### src/rtl/alu_stream_pipeline.sv
// rtl/alu_stream_pipeline.sv - parametrised-depth ALU pipeline with valid/ready handshakes, flush, flags and occupancy
//
// Stage 0 registers op1 <sel> op2 together with op1 and post_sub.
// Stage 1 optionally subtracts op1 from the stage 0 result.
// Any further stages are plain delay registers. The last stage drives the outputs.
//
// Ports:
//   clk, rst                  clock and synchronous active-low reset
//   in_valid_i / in_ready_o   operand beat handshake (op1_i, op2_i, sel_i, post_sub_i)
//   flush_i                   discard every in-flight beat at the next edge
//   out_valid_o / out_ready_i result beat handshake (res_o, zero_o, neg_o)
//   occupancy_o               number of valid stages
module alu_stream_pipeline #(
    parameter int DWIDTH = 8,
    parameter int DEPTH  = 3
) (
    input  logic                       clk,
    input  logic                       rst,
    input  logic                       in_valid_i,
    output logic                       in_ready_o,
    input  logic [DWIDTH-1:0]          op1_i,
    input  logic [DWIDTH-1:0]          op2_i,
    input  logic [1:0]                 sel_i,
    input  logic                       post_sub_i,
    input  logic                       flush_i,
    output logic                       out_valid_o,
    input  logic                       out_ready_i,
    output logic [DWIDTH-1:0]          res_o,
    output logic                       zero_o,
    output logic                       neg_o,
    output logic [$clog2(DEPTH+1)-1:0] occupancy_o
);

    localparam int OW   = $clog2(DEPTH+1);
    localparam int LAST = DEPTH - 1;

    logic [DEPTH-1:0]  valid_q;
    logic [DEPTH-1:0]  adv;
    logic [DWIDTH-1:0] data_q [DEPTH];
    logic [DWIDTH-1:0] op1_q;
    logic              post_sub_q;
    logic [DWIDTH-1:0] alu_res;
    logic [DWIDTH-1:0] stage2_res;
    logic              accept;

    always_comb begin
        alu_res = op1_i | op2_i;
        case (sel_i)
            2'b00:   alu_res = op1_i + op2_i;
            2'b01:   alu_res = op1_i - op2_i;
            2'b10:   alu_res = op1_i & op2_i;
            default: alu_res = op1_i | op2_i;
        endcase
    end

    // Advance chain is resolved from the output backwards; a running local
    // keeps each stage's term free of any dependency on the adv vector itself.
    always_comb begin
        logic go;
        adv       = '0;
        go        = valid_q[LAST] && out_ready_i;
        adv[LAST] = go;
        for (int k = LAST - 1; k >= 0; k--) begin
            go     = valid_q[k] && (!valid_q[k+1] || go);
            adv[k] = go;
        end
    end

    assign in_ready_o = rst && !flush_i && (!valid_q[0] || adv[0]);
    assign accept     = in_valid_i && in_ready_o;
    assign stage2_res = post_sub_q ? (data_q[0] - op1_q) : data_q[0];

    always_ff @(posedge clk) begin
        if (!rst) begin
            valid_q    <= '0;
            op1_q      <= '0;
            post_sub_q <= 1'b0;
            for (int k = 0; k < DEPTH; k++) begin
                data_q[k] <= '0;
            end
        end else begin
            // Data only moves with its stage, so empty stages never pick up junk.
            if (accept) begin
                data_q[0]  <= alu_res;
                op1_q      <= op1_i;
                post_sub_q <= post_sub_i;
            end
            if (adv[0]) begin
                data_q[1] <= stage2_res;
            end
            for (int k = 2; k < DEPTH; k++) begin
                if (adv[k-1]) begin
                    data_q[k] <= data_q[k-1];
                end
            end

            if (flush_i) begin
                valid_q <= '0;
            end else begin
                valid_q[0] <= accept || (valid_q[0] && !adv[0]);
                for (int k = 1; k < DEPTH; k++) begin
                    valid_q[k] <= adv[k-1] || (valid_q[k] && !adv[k]);
                end
            end
        end
    end

    // Flags are gated by the output valid so that they read 0 after reset/flush.
    assign out_valid_o = valid_q[LAST];
    assign res_o       = data_q[LAST];
    assign zero_o      = valid_q[LAST] && (data_q[LAST] == '0);
    assign neg_o       = valid_q[LAST] && data_q[LAST][DWIDTH-1];
    assign occupancy_o = OW'($countones(valid_q));

endmodule

### config.mk
export PLATFORM = sky130hd
export DESIGN_NAME = alu_stream_pipeline
export DESIGN_NICKNAME = d
export VERILOG_FILES = /design/src/rtl/alu_stream_pipeline.sv
export SDC_FILE = /design/constraint.sdc
export NUM_CORES = 1
export LEC_CHECK = 0
export CAP_MARGIN = 20
export CORE_MARGIN = 1.5
export CORE_UTILIZATION = 30
export DETAILED_ROUTE_END_ITERATION = 16
export PLACE_DENSITY = 0.49
export SETUP_SLACK_MARGIN = 0.15
export SYNTH_ARGS = -nofsm -noshare
export SYNTH_HDL_FRONTEND = slang
export SYNTH_SLANG_ARGS = --single-unit
### constraint.sdc
create_clock -name clk -period 5.5 [get_ports clk]
set_clock_uncertainty 0.2 [all_clocks]
set_input_delay 1.1 -clock clk [delete_from_list [all_inputs] [get_ports clk]]
set_output_delay 1.1 -clock clk [all_outputs]
set_load 0.01 [all_outputs]
# [Word-level counts from Yosys, hierarchy flattened]
# Memory sizes are Yosys's and may differ from the RTL's.
# Index checks and enable logic that the tools add are counted.
[classes] add_sub_neg=5 n_eq_ne=2 mux=15 bitwise_logic=6 reduce_logical=27
[op_table] op="two-way mux 8 bit" n=4
[op_table] op="case mux 8 bit (3 select lines)" n=1
[op_table] op="subtractor 8 bit" n=2
[op_table] op="logical AND 1 bit" n=11
[op_table] op="two-way mux 1 bit" n=10
[op_table] op="adder 8 bit" n=1
[op_table] op="bitwise AND 8 bit" n=1
[op_table] op="zero test 8 bit" n=1
[op_table] op="bitwise OR 8 bit" n=1
[op_table] op="zero test 1 bit" n=7
[op_table] op="logical OR 1 bit" n=6
[op_table] op="bitwise OR 1 bit" n=3
[op_table] op="adder 1 x 1 -> 2 bit" n=1
[op_table] op="adder 2 x 1 -> 2 bit" n=1
[op_table] op="equality test 2 x 1 -> 1 bit, second input constant" n=1
[op_table] op="equality test 2 bit, second input constant" n=1
[op_table] op="zero test 2 bit" n=1
[op_table] op="OR reduction 2 bit" n=1
[op_table] op="inverter 1 bit" n=1
[totals] reg_bits=12 ramBits=24 out_inout_bits=14 mem_count=1
[mem_list] name="data_q" words=3 word_bits=8 rd=3 rd_ports_with_merged_regs=0 write_ports=3 line_no="39" rtl="logic [DWIDTH-1:0] data_q [DEPTH];"

# [Longest topological paths before layout]
# Gate-level depths: netlist of run 1.
[depth] depth_word=12 mapped_depth=10

# [Worst setup path after synthesis of run 1]
# No wires, ideal clock.
[synth_path] path_type="input to register" startpoint="in sel_i[0]" endpoint="mem data_q[0][6], data pin" setup_ps=167 arrival_time_ps=2775 required_ps=5133 path_slack_ps=2358 path_stages=9 n_path_buf=1 path_cell_list="nor2b_1 -> buf_2 -> mux2_2 -> fa_1 -> nor2b_1 -> o21a_1 -> o21ai_0 -> mux2i_1 -> a211oi_1"
[synth_rtl] element="start: declaration" line_no="23" rtl="input logic [1:0] sel_i,"
[synth_rtl] element="end: declaration" line_no="39"

# [Worst setup path after layout of run 1]
[layout_path] startpoint="in rst" endpoint="out in_ready_o"
[layout_between] elab_chain_len=2
[layout_rtl] element="start: declaration" line_no="18" rtl="input logic rst,"
[layout_rtl] element="logical AND 1 bit (2 in series)" line_no="69" rtl="assign in_ready_o = rst && !flush_i && (!valid_q[0] || adv[0]);"
[layout_rtl] element="end: declaration" line_no="20" rtl="output logic in_ready_o,"
# No other way between the ends.

==> results of run 1 <==
[metrics by stage]
stage	cell area (µm²)	util [%]	setup slack, ns	hold slack, ns
after floorplan	2520	-	2.36	0.243
after global placement	2920	35.7	1.20	0.277
after detailed placement	2920	35.7	1.16	0.276
after CTS	3000	36.7	1.15	0.285
after global routing	3010	36.8	1.04	0.317
final	3010	36.8	1.19	0.279
[final timing paths]
path	start	to	slack (ns)
setup / recovery	rst	in_ready_o	1.19
hold / removal	op1_q[2]	op1_q[2]	0.28
setup reg to reg	data_q[0][0]	data_q[0][14]	3.18
hold reg to reg	op1_q[2]	op1_q[2]	0.28
[cells in the mapped netlist, drive strengths merged (4+ instances only)]
cell | number | area (µm²)
nor2 | 27 | 101
edfxtp | 24 | 721
nand2 | 22 | 85.1
inv | 21 | 78.8
ha | 17 | 213
o21ai | 17 | 85.1
a21oi | 16 | 91.3
buf | 12 | 86.3
dfxtp | 12 | 240
xnor2 | 11 | 96.3
and2 | 9 | 56.3
a21boi | 8 | 60.1
mux2i | 8 | 80.1
nand3 | 8 | 40.0
a211oi | 6 | 45.0
nand2b | 6 | 45.0
nor2b | 6 | 40.0
clkbuf | 5 | 18.8
a31oi | 4 | 25.0
nor3 | 4 | 20.0
[area by class of cell]
class                           count  area (µm²)
Clock inverter                      1        5.00
Inverter                           21        78.8
Fill cell                         851        5170
Tap cell                          105         131
Multi-Input combinational cell    199        1380
Clock buffer                        7        76.3
Sequential cell                    36         961
Timing Repair Buffer               38         378
[report_power, final]
group	switching [W]	internal (W)	leakage [nW]	total [W]
Clock	0.0000900	0.0000889	0.0422	0.000179
Sequential	0.00000832	0.000305	0.347	0.000314
Combinational	0.0000882	0.0000821	0.730	0.000170
Total	0.000187	0.000476	1.12	0.000663
[cell families after synthesis]
logic type	share of synthesized area [%]
simple gates	18.1
mux	4.51
compound gates	15.8
flops	38.1
buf+inv	7.29
fa+ha+maj	12.0
xor+xnor	4.16
[metal layers]
| metal | track usage [%] | part of all wire (%) | vias to the layer above |
|---|---|---|---|
| met4 | 2.99 | 1.1 | 0 |
| li1 | - | - | 1004 |
| met2 | 23.8 | 51 | 32 |
| met3 | 2.25 | 2.6 | 5 |
| met5 | 0 | 0 | - |
| met1 | 15.4 | 46 | 836 |
[cells in the final DEF (no fill, tap or decap), types with 11 or more instances in the layout]
master           instances
o21ai_0                 17
dfxtp_1                 12
a21oi_1                 15
xnor2_1                 11
nand2_1                 21
nor2_1                  27
clkdlybuf4s50_1         37
ha_1                    17
edfxtp_1                24
inv_1                   21
[registers in the layout, indices dropped and copies added (netlist names)]
signal / count
data_q: 24
valid_q: 3
post_sub_q: 1
op1_q: 8
[worst reg2reg max path, stage by stage (launching register included)]
cell and delay (ns):
edfxtp_1 0.33, inv_1 0.05, ha_1 0.19, fa_1 0.40
nor2b_1 0.15, o31a_1 0.15, o21ai_0 0.11, nor4b_1 0.16
a311o_2 0.32
==> impl_metrics.env, run 1 <==
export IMPL_tightest_slew_ns=0.504
export IMPL_row_count=33
export IMPL_dieArea_um2=8970
export IMPL_ioPinCount=38
export IMPL_worstPathCellList="clkdlybuf4s50_1, nand2b_1, a21oi_4, clkdlybuf4s50_1"
export IMPL_vias_per_cell=4.61
export IMPL_syn_area_um2=2520
export IMPL_min_path_cells=2
export IMPL_die_w_um=94.7
export IMPL_fin_nets=345
export IMPL_setup_viol=0
export IMPL_ys_warn_count=0
export IMPL_crit_arrival_ns=3.01
export IMPL_synthArstFlopShare_pct=0
export IMPL_critPathCaptureType="output port"
export IMPL_die_h_um=94.7
export IMPL_cp_required_ns=4.20
export IMPL_drtAntennaViolNets=0
export IMPL_syn_num_nets=317
export IMPL_ys_ff_latch=36
export IMPL_path_buf_inv=2
export IMPL_place_congestion=0.773
export IMPL_post_layout_total_power_w=0.000663
export IMPL_rsz0062_at_grt="no"
export IMPL_crit_cells=4
export IMPL_cp_start_kind="primary input"
export IMPL_grt_pass1_wl_um=8900
export IMPL_ctsHoldBuffers=0
export IMPL_io_buffers=37
export IMPL_dp_cells=398
export IMPL_power_leakage_nw=1.12
export IMPL_hold_path_class="reg2reg"
export IMPL_powerDensity_nw_per_um2=220
export IMPL_cts_setup_buffers=0
export IMPL_grt_max_degree=16
export IMPL_cts_tree="built"
export IMPL_slowest_delay_ns=0.78
export IMPL_reg2reg_depth=8
export IMPL_detailed_place_hpwl_um=4170
export IMPL_maxCapViolations=0
export IMPL_htreeDepth=2
export IMPL_area_growth_pct=19.2
export IMPL_drt_wirelength_per_cell_um=12.7
export IMPL_drive_above_1_share_pct=5.30
export IMPL_route_detailed_drc=0
export IMPL_antenna_found_initial=0
export IMPL_finalMaxSlewViolations=0
export IMPL_period_needed_ns=4.31
export IMPL_layoutNonFillerInstCount=407
export IMPL_synth_edff_count=24
export IMPL_syn_mean_instance_area_um2=9.24
export IMPL_cts_buffers=5
export IMPL_ys_seq_area_share_pct=38.1
export IMPL_slew_headroom_pct=66.3
export IMPL_cts_sinks=36
export IMPL_max_freq_mhz=232
export IMPL_grt_ovfl_total=0
export IMPL_dr_first_iter_drc_count=74
export IMPL_fin_tns_setup_ns=0
export IMPL_period_share_pct=78.4
export IMPL_worst_path_most_repeated_cell="clkdlybuf4s50_1"
export IMPL_cp_top_family="buffers and inverters"
export IMPL_start_util_pct=30.9
export IMPL_status="finished, final reports clean"
export IMPL_ctsResizeCount=0
export IMPL_clock_latency_ns=0.28
export IMPL_clockBufferDepth=2
export IMPL_vias=1877
export IMPL_hold_violations=0
export IMPL_n_antenna_cell=0
export IMPL_synthFlopType="edfxtp_1"
export IMPL_drt_pre_antenna_iters=4
export IMPL_yosysUniqueCellTypes=44
export IMPL_first_global_vias=1828
export IMPL_synthCells=273
export IMPL_drt_total_wl_um=5180
export IMPL_core_um2=8180
export IMPL_clkTransAtPathRegs_ns=0.07
export IMPL_crit_type="in2out"
export IMPL_vdd_drop_max_mv=0.0930
export IMPL_worst_path_max_delay_cell="clkdlybuf4s50_1"
export IMPL_grt_usage_pct=12.9
export IMPL_clockRootBuffer="clkbuf_8"
export IMPL_critical_path_max_fanout=15
Power figures use the tool's default switching activity.
==> run 2: changes to the inputs <==
Clock period 5.5 ns to 4.2 ns, I/O delays scaled along.
==> impl_metrics.env, run 2 (synthesis gave the netlist of run 1 again) <==
export IMPL_status="finished, final reports clean"
export IMPL_rsz0062_at_grt="no"
export IMPL_placed_area_um2=2950
export IMPL_max_freq_mhz=279
export IMPL_drt_wirelength_per_cell_um=12.6
export IMPL_first_global_vias=1820
export IMPL_setup_viol=0
export IMPL_cts_tree="built"
export IMPL_die_w_um=94.7
export IMPL_cts_sinks=36
export IMPL_n_fill_cell=856
export IMPL_comb_power_share_pct=26.0
export IMPL_drt_total_wl_um=5180
export IMPL_maxCapViolations=0
export IMPL_start_util_pct=30.9
export IMPL_grt_ovfl_total=0
export IMPL_power_leakage_nw=1.13
export IMPL_slew_headroom_pct=69.4
export IMPL_io_buffers=37
export IMPL_row_count=33
export IMPL_dr_first_iter_drc_count=29
export IMPL_grt_max_degree=16
export IMPL_crit_type="in2out"
export IMPL_tightest_slew_ns=0.457
export IMPL_powerDensity_nw_per_um2=289
export IMPL_ctsResizeCount=0
export IMPL_p_sw_w=0.000249
export IMPL_critical_path_max_fanout=9
export IMPL_p_sw_share_pct=28.5
export IMPL_largest_register_ffs=24
export IMPL_vias_per_cell=4.66
export IMPL_drive_above_1_share_pct=5.90
export IMPL_hold_path_class="reg2reg"
export IMPL_p_int_w=0.000625
export IMPL_finalMaxSlewViolations=0
export IMPL_cp_start_kind="primary input"
export IMPL_ioPinCount=38
export IMPL_fin_tns_setup_ns=0
export IMPL_clockBufferDepth=2
export IMPL_cts_setup_buffers=0
export IMPL_clockRootBuffer="clkbuf_8"
export IMPL_final_area_um2=3030
export IMPL_top_register="data_q"
export IMPL_hold_ws_ns=0.273
export IMPL_fin_nets=348
export IMPL_crit_arrival_ns=2.54
export IMPL_top_regs="data_q (24), op1_q (8), valid_q (3)"
export IMPL_core_um2=8180
export IMPL_grt_pass1_wl_um=8580
export IMPL_drtAntennaViolNets=0
export IMPL_antenna_found_initial=0
export IMPL_cts_buffers=5
export IMPL_p_clk_share_pct=27.1
export IMPL_final_common_cell="clkdlybuf4s50_1"
export IMPL_ctsHoldBuffers=0
export IMPL_pwr_share_seq_pct=47.0
export IMPL_layout_common_cells="37 x clkdlybuf4s50_1, 27 x nor2_1, 24 x edfxtp_1"
export IMPL_n_antenna_cell=0
export IMPL_clock_latency_ns=0.29
export IMPL_clkTransAtPathRegs_ns=0.07
export IMPL_vias=1912
export IMPL_route_detailed_drc=0
export IMPL_area_growth_pct=20.1
export IMPL_period_needed_ns=3.58
export IMPL_drt_pre_antenna_iters=4
export IMPL_detailed_place_hpwl_um=4160
export IMPL_hold_violations=0
export IMPL_period_share_pct=85.2
export IMPL_multi_input_comb_area_um2=1380
export IMPL_die_h_um=94.7
export IMPL_place_congestion=0.768
export IMPL_grt_usage_pct=12.6
export IMPL_htreeDepth=2
export IMPL_regArea_um2=961
export IMPL_critPathCaptureType="output port"
export IMPL_vdd_drop_max_mv=0.0937
export IMPL_cp_required_ns=3.16
export IMPL_dieArea_um2=8970
[run 2: changes by cell type in the layout (fill, tap and decap cells not counted), sizes merged]
cell | before | now
clkbuf | 8 | 7
buf | 0 | 4
[run 2: worst max-delay path: stages]
cell and delay, ns:
clkdlybuf4s50_1 0.50, and3b_1 0.27, a21oi_4 0.32, clkdlybuf4s50_1 0.60
[run 2: cell type report]
class	count	area share, %
clock buffer	7	2.52
clock inverter	1	0.124
inverter	21	2.60
multi-input combinational	199	45.5
sequential	36	31.7
tap	105	4.34
timing repair buffer	41	13.2
[run 2: stage by stage]
stage	total power (W)	utilization (%)	setup slack (ns)	instances
2_1_floorplan	0.000575	-	1.32	273
3_3_place_gp	0.000645	36.1	0.542	402
3_5_place_dp	0.000648	36.1	0.495	402
4_1_cts	0.000887	37.1	0.591	410
5_1_grt	0.000932	37.1	0.528	410
6_report	0.000874	37.1	0.622	410
[run 2: final timing paths]
check | start | to | depth (start not counted) | slack (ns)
setup reg to reg | data_q[0][0] | data_q[0][14] | 8 | 1.79
hold / removal | op1_q[2] | op1_q[2] | 2 | 0.27
hold reg to reg | op1_q[2] | op1_q[2] | 2 | 0.27
setup / recovery | out_ready_i | in_ready_o | 4 | 0.62
[run 2: power groups by stage]
stage | registers [W] | clock network (W) | logic (W)
global placement | 0.000418 | 0 | 0.000227
CTS | 0.000411 | 0.000246 | 0.000230
detailed placement | 0.000419 | 0 | 0.000229
global route | 0.000413 | 0.000263 | 0.000257
floorplan | 0.000414 | 0 | 0.000161
finish | 0.000411 | 0.000237 | 0.000227
[run 2: metal layers]
layer | routed length [µm] | global-route usage [%] | up-vias
li1 | - | - | 1013
met1 | 2390 | 14.4 | 861
met2 | 2560 | 23.0 | 33
met3 | 147 | 2.42 | 5
met4 | 79 | 4.48 | 0
met5 | 0 | 0 | -
==> run 3: changes to the inputs <==
Settings changed: CAP_MARGIN 20 to default, CORE_ASPECT_RATIO from default to 1.1, PLACE_DENSITY 0.49 to default.
==> impl_metrics.env, run 3 (synthesis gave the netlist of run 1 again) <==
export IMPL_hold_ws_ns=0.260
export IMPL_pwr_share_seq_pct=44.1
export IMPL_crit_start="out_ready_i"
export IMPL_powerDensity_nw_per_um2=304
export IMPL_cp_top_family="buffers and inverters"
export IMPL_maxCapViolations=0
export IMPL_cts_sinks=36
export IMPL_detailed_place_hpwl_um=3880
export IMPL_path_buf_inv=2
export IMPL_period_needed_ns=3.58
export IMPL_status="finished, final reports clean"
export IMPL_slew_headroom_pct=68.1
export IMPL_p_sw_w=0.000245
export IMPL_io_buffers=37
export IMPL_fin_nets=348
export IMPL_p_clk_share_pct=31.6
export IMPL_reg2reg_depth=8
export IMPL_final_common_cell="clkdlybuf4s50_1"
export IMPL_ctsHoldBuffers=0
export IMPL_power_leakage_nw=1.15
export IMPL_dieArea_um2=8970
export IMPL_top_regs="data_q (24), op1_q (8), valid_q (3)"
export IMPL_placed_area_um2=2950
export IMPL_core_um2=8040
export IMPL_hold_path_class="reg2reg"
export IMPL_ctsResizeCount=0
export IMPL_rrSetupSlack_ns=1.90
export IMPL_clock_latency_ns=0.29
export IMPL_cp_start_kind="primary input"
export IMPL_cts_setup_buffers=0
export IMPL_cp_required_ns=3.16
export IMPL_finalMaxSlewViolations=0
export IMPL_tightest_slew_ns=0.477
export IMPL_largest_register_ffs=24
export IMPL_rr_startpoint="data_q[0][0]"
export IMPL_crit_arrival_ns=2.54
export IMPL_vdd_drop_max_mv=0.112
export IMPL_clockRootBuffer="clkbuf_8"
export IMPL_vias=1929
export IMPL_crit_type="in2out"
export IMPL_antenna_found_initial=0
export IMPL_cts_buffers=5
export IMPL_die_w_um=90.5
export IMPL_hold_start="op1_q[5]"
export IMPL_area_growth_pct=21.3
export IMPL_worst_path_max_delay_cell="clkdlybuf4s50_1"
export IMPL_critPathCaptureType="output port"
export IMPL_crit_cells=4
export IMPL_rsz0062_at_grt="no"
export IMPL_comb_power_share_pct=24.4
export IMPL_die_h_um=99.2
export IMPL_worstPathCellList="clkdlybuf4s50_1, and3b_1, a21oi_4, clkdlybuf4s50_1"
export IMPL_first_global_vias=1905
export IMPL_vias_per_cell=4.67
export IMPL_drt_pre_antenna_iters=4
export IMPL_n_antenna_cell=0
export IMPL_slowest_delay_ns=0.61
export IMPL_drt_total_wl_um=4860
export IMPL_max_freq_mhz=279
export IMPL_grt_max_degree=16
export IMPL_final_setup_worst_slack_ns=0.621
export IMPL_dr_first_iter_drc_count=72
export IMPL_row_count=34
export IMPL_clkTransAtPathRegs_ns=0.07
export IMPL_top_register="data_q"
export IMPL_holdPathEnd="op1_q[5]"
export IMPL_ioPinCount=38
export IMPL_post_layout_total_power_w=0.000930
export IMPL_clockBufferDepth=2
export IMPL_dp_slack_ns=0.440
export IMPL_critical_path_max_fanout=9
export IMPL_period_share_pct=85.2
export IMPL_start_util_pct=31.4
export IMPL_worst_path_most_repeated_cell="clkdlybuf4s50_1"
export IMPL_p_sw_share_pct=26.3
export IMPL_r2r_end="data_q[0][14]"
export IMPL_min_path_cells=2
export IMPL_hold_violations=0
export IMPL_grt_pass1_wl_um=8320
export IMPL_htreeDepth=2
export IMPL_grt_usage_pct=11.6
export IMPL_layout_common_cells="37 x clkdlybuf4s50_1, 27 x nor2_1, 24 x edfxtp_1"
export IMPL_drive_above_1_share_pct=6.56
export IMPL_drt_wirelength_per_cell_um=11.8
export IMPL_place_congestion=0.778
export IMPL_fin_tns_setup_ns=0
export IMPL_grt_ovfl_total=0
export IMPL_drtAntennaViolNets=0
export IMPL_cts_tree="built"
export IMPL_p_int_w=0.000685
export IMPL_setup_viol=0
export IMPL_final_area_um2=3060
export IMPL_route_detailed_drc=0
==> run 3: per-stage QoR <==
stage | util (%) | cells
detailed placement | 36.7 | 405
global route | 38.1 | 413
global placement | 36.7 | 405
floorplan | - | 273
CTS | 38.1 | 413
finish | 38.1 | 413
==> run 3: layout make-up <==
class                      instances  area [µm²]
fill                             782        4980
multi-input combinational        199        1380
sequential                        36         961
timing repair buffer              41         400
tap                              108         135
inverter                          21        78.8
clock buffer                       6        72.6
clock inverter                     2        35.0
==> run 3: power by group through the flow <==
stage	sequential [W]	combinational, W	clock [W]
global route	0.000412	0.000256	0.000319
global placement	0.000418	0.000223	0
floorplan	0.000414	0.000161	0
detailed placement	0.000418	0.000227	0
CTS	0.000410	0.000228	0.000303
finish	0.000410	0.000227	0.000294
==> run 3: worst max-delay path by stage <==
stage | endpoint | slack [ns]
4_1_cts | in_ready_o | 0.62
3_5_place_dp | data_q[0][6] | 0.44
6_report | in_ready_o | 0.62
3_3_place_gp | data_q[0][6] | 0.58
2_1_floorplan | data_q[0][6] | 1.32
5_1_grt | data_q[0][6] | 0.53
==> run 3: worst register-to-register path, delay by kind of cell, from the launching register on <==
| family | cells | cell delay [ns] |
|---|---|---|
| AND/OR/NAND/NOR | 2 | 0.33 |
| flip-flops | 1 | 0.32 |
| buffers and inverters | 1 | 0.05 |
| adder cells (fa/ha/maj) | 2 | 0.60 |
| AO/OA/AOI/OAI | 3 | 0.58 |
==> run 3: per-layer routing <==
metal | GRT usage [%] | vias up | share of wire [%]
met4 | 3.79 | 0 | 0.93
met2 | 21.4 | 53 | 50
met1 | 12.7 | 863 | 44
met5 | 0 | - | 0
li1 | - | 1008 | -
met3 | 3.29 | 5 | 4.4
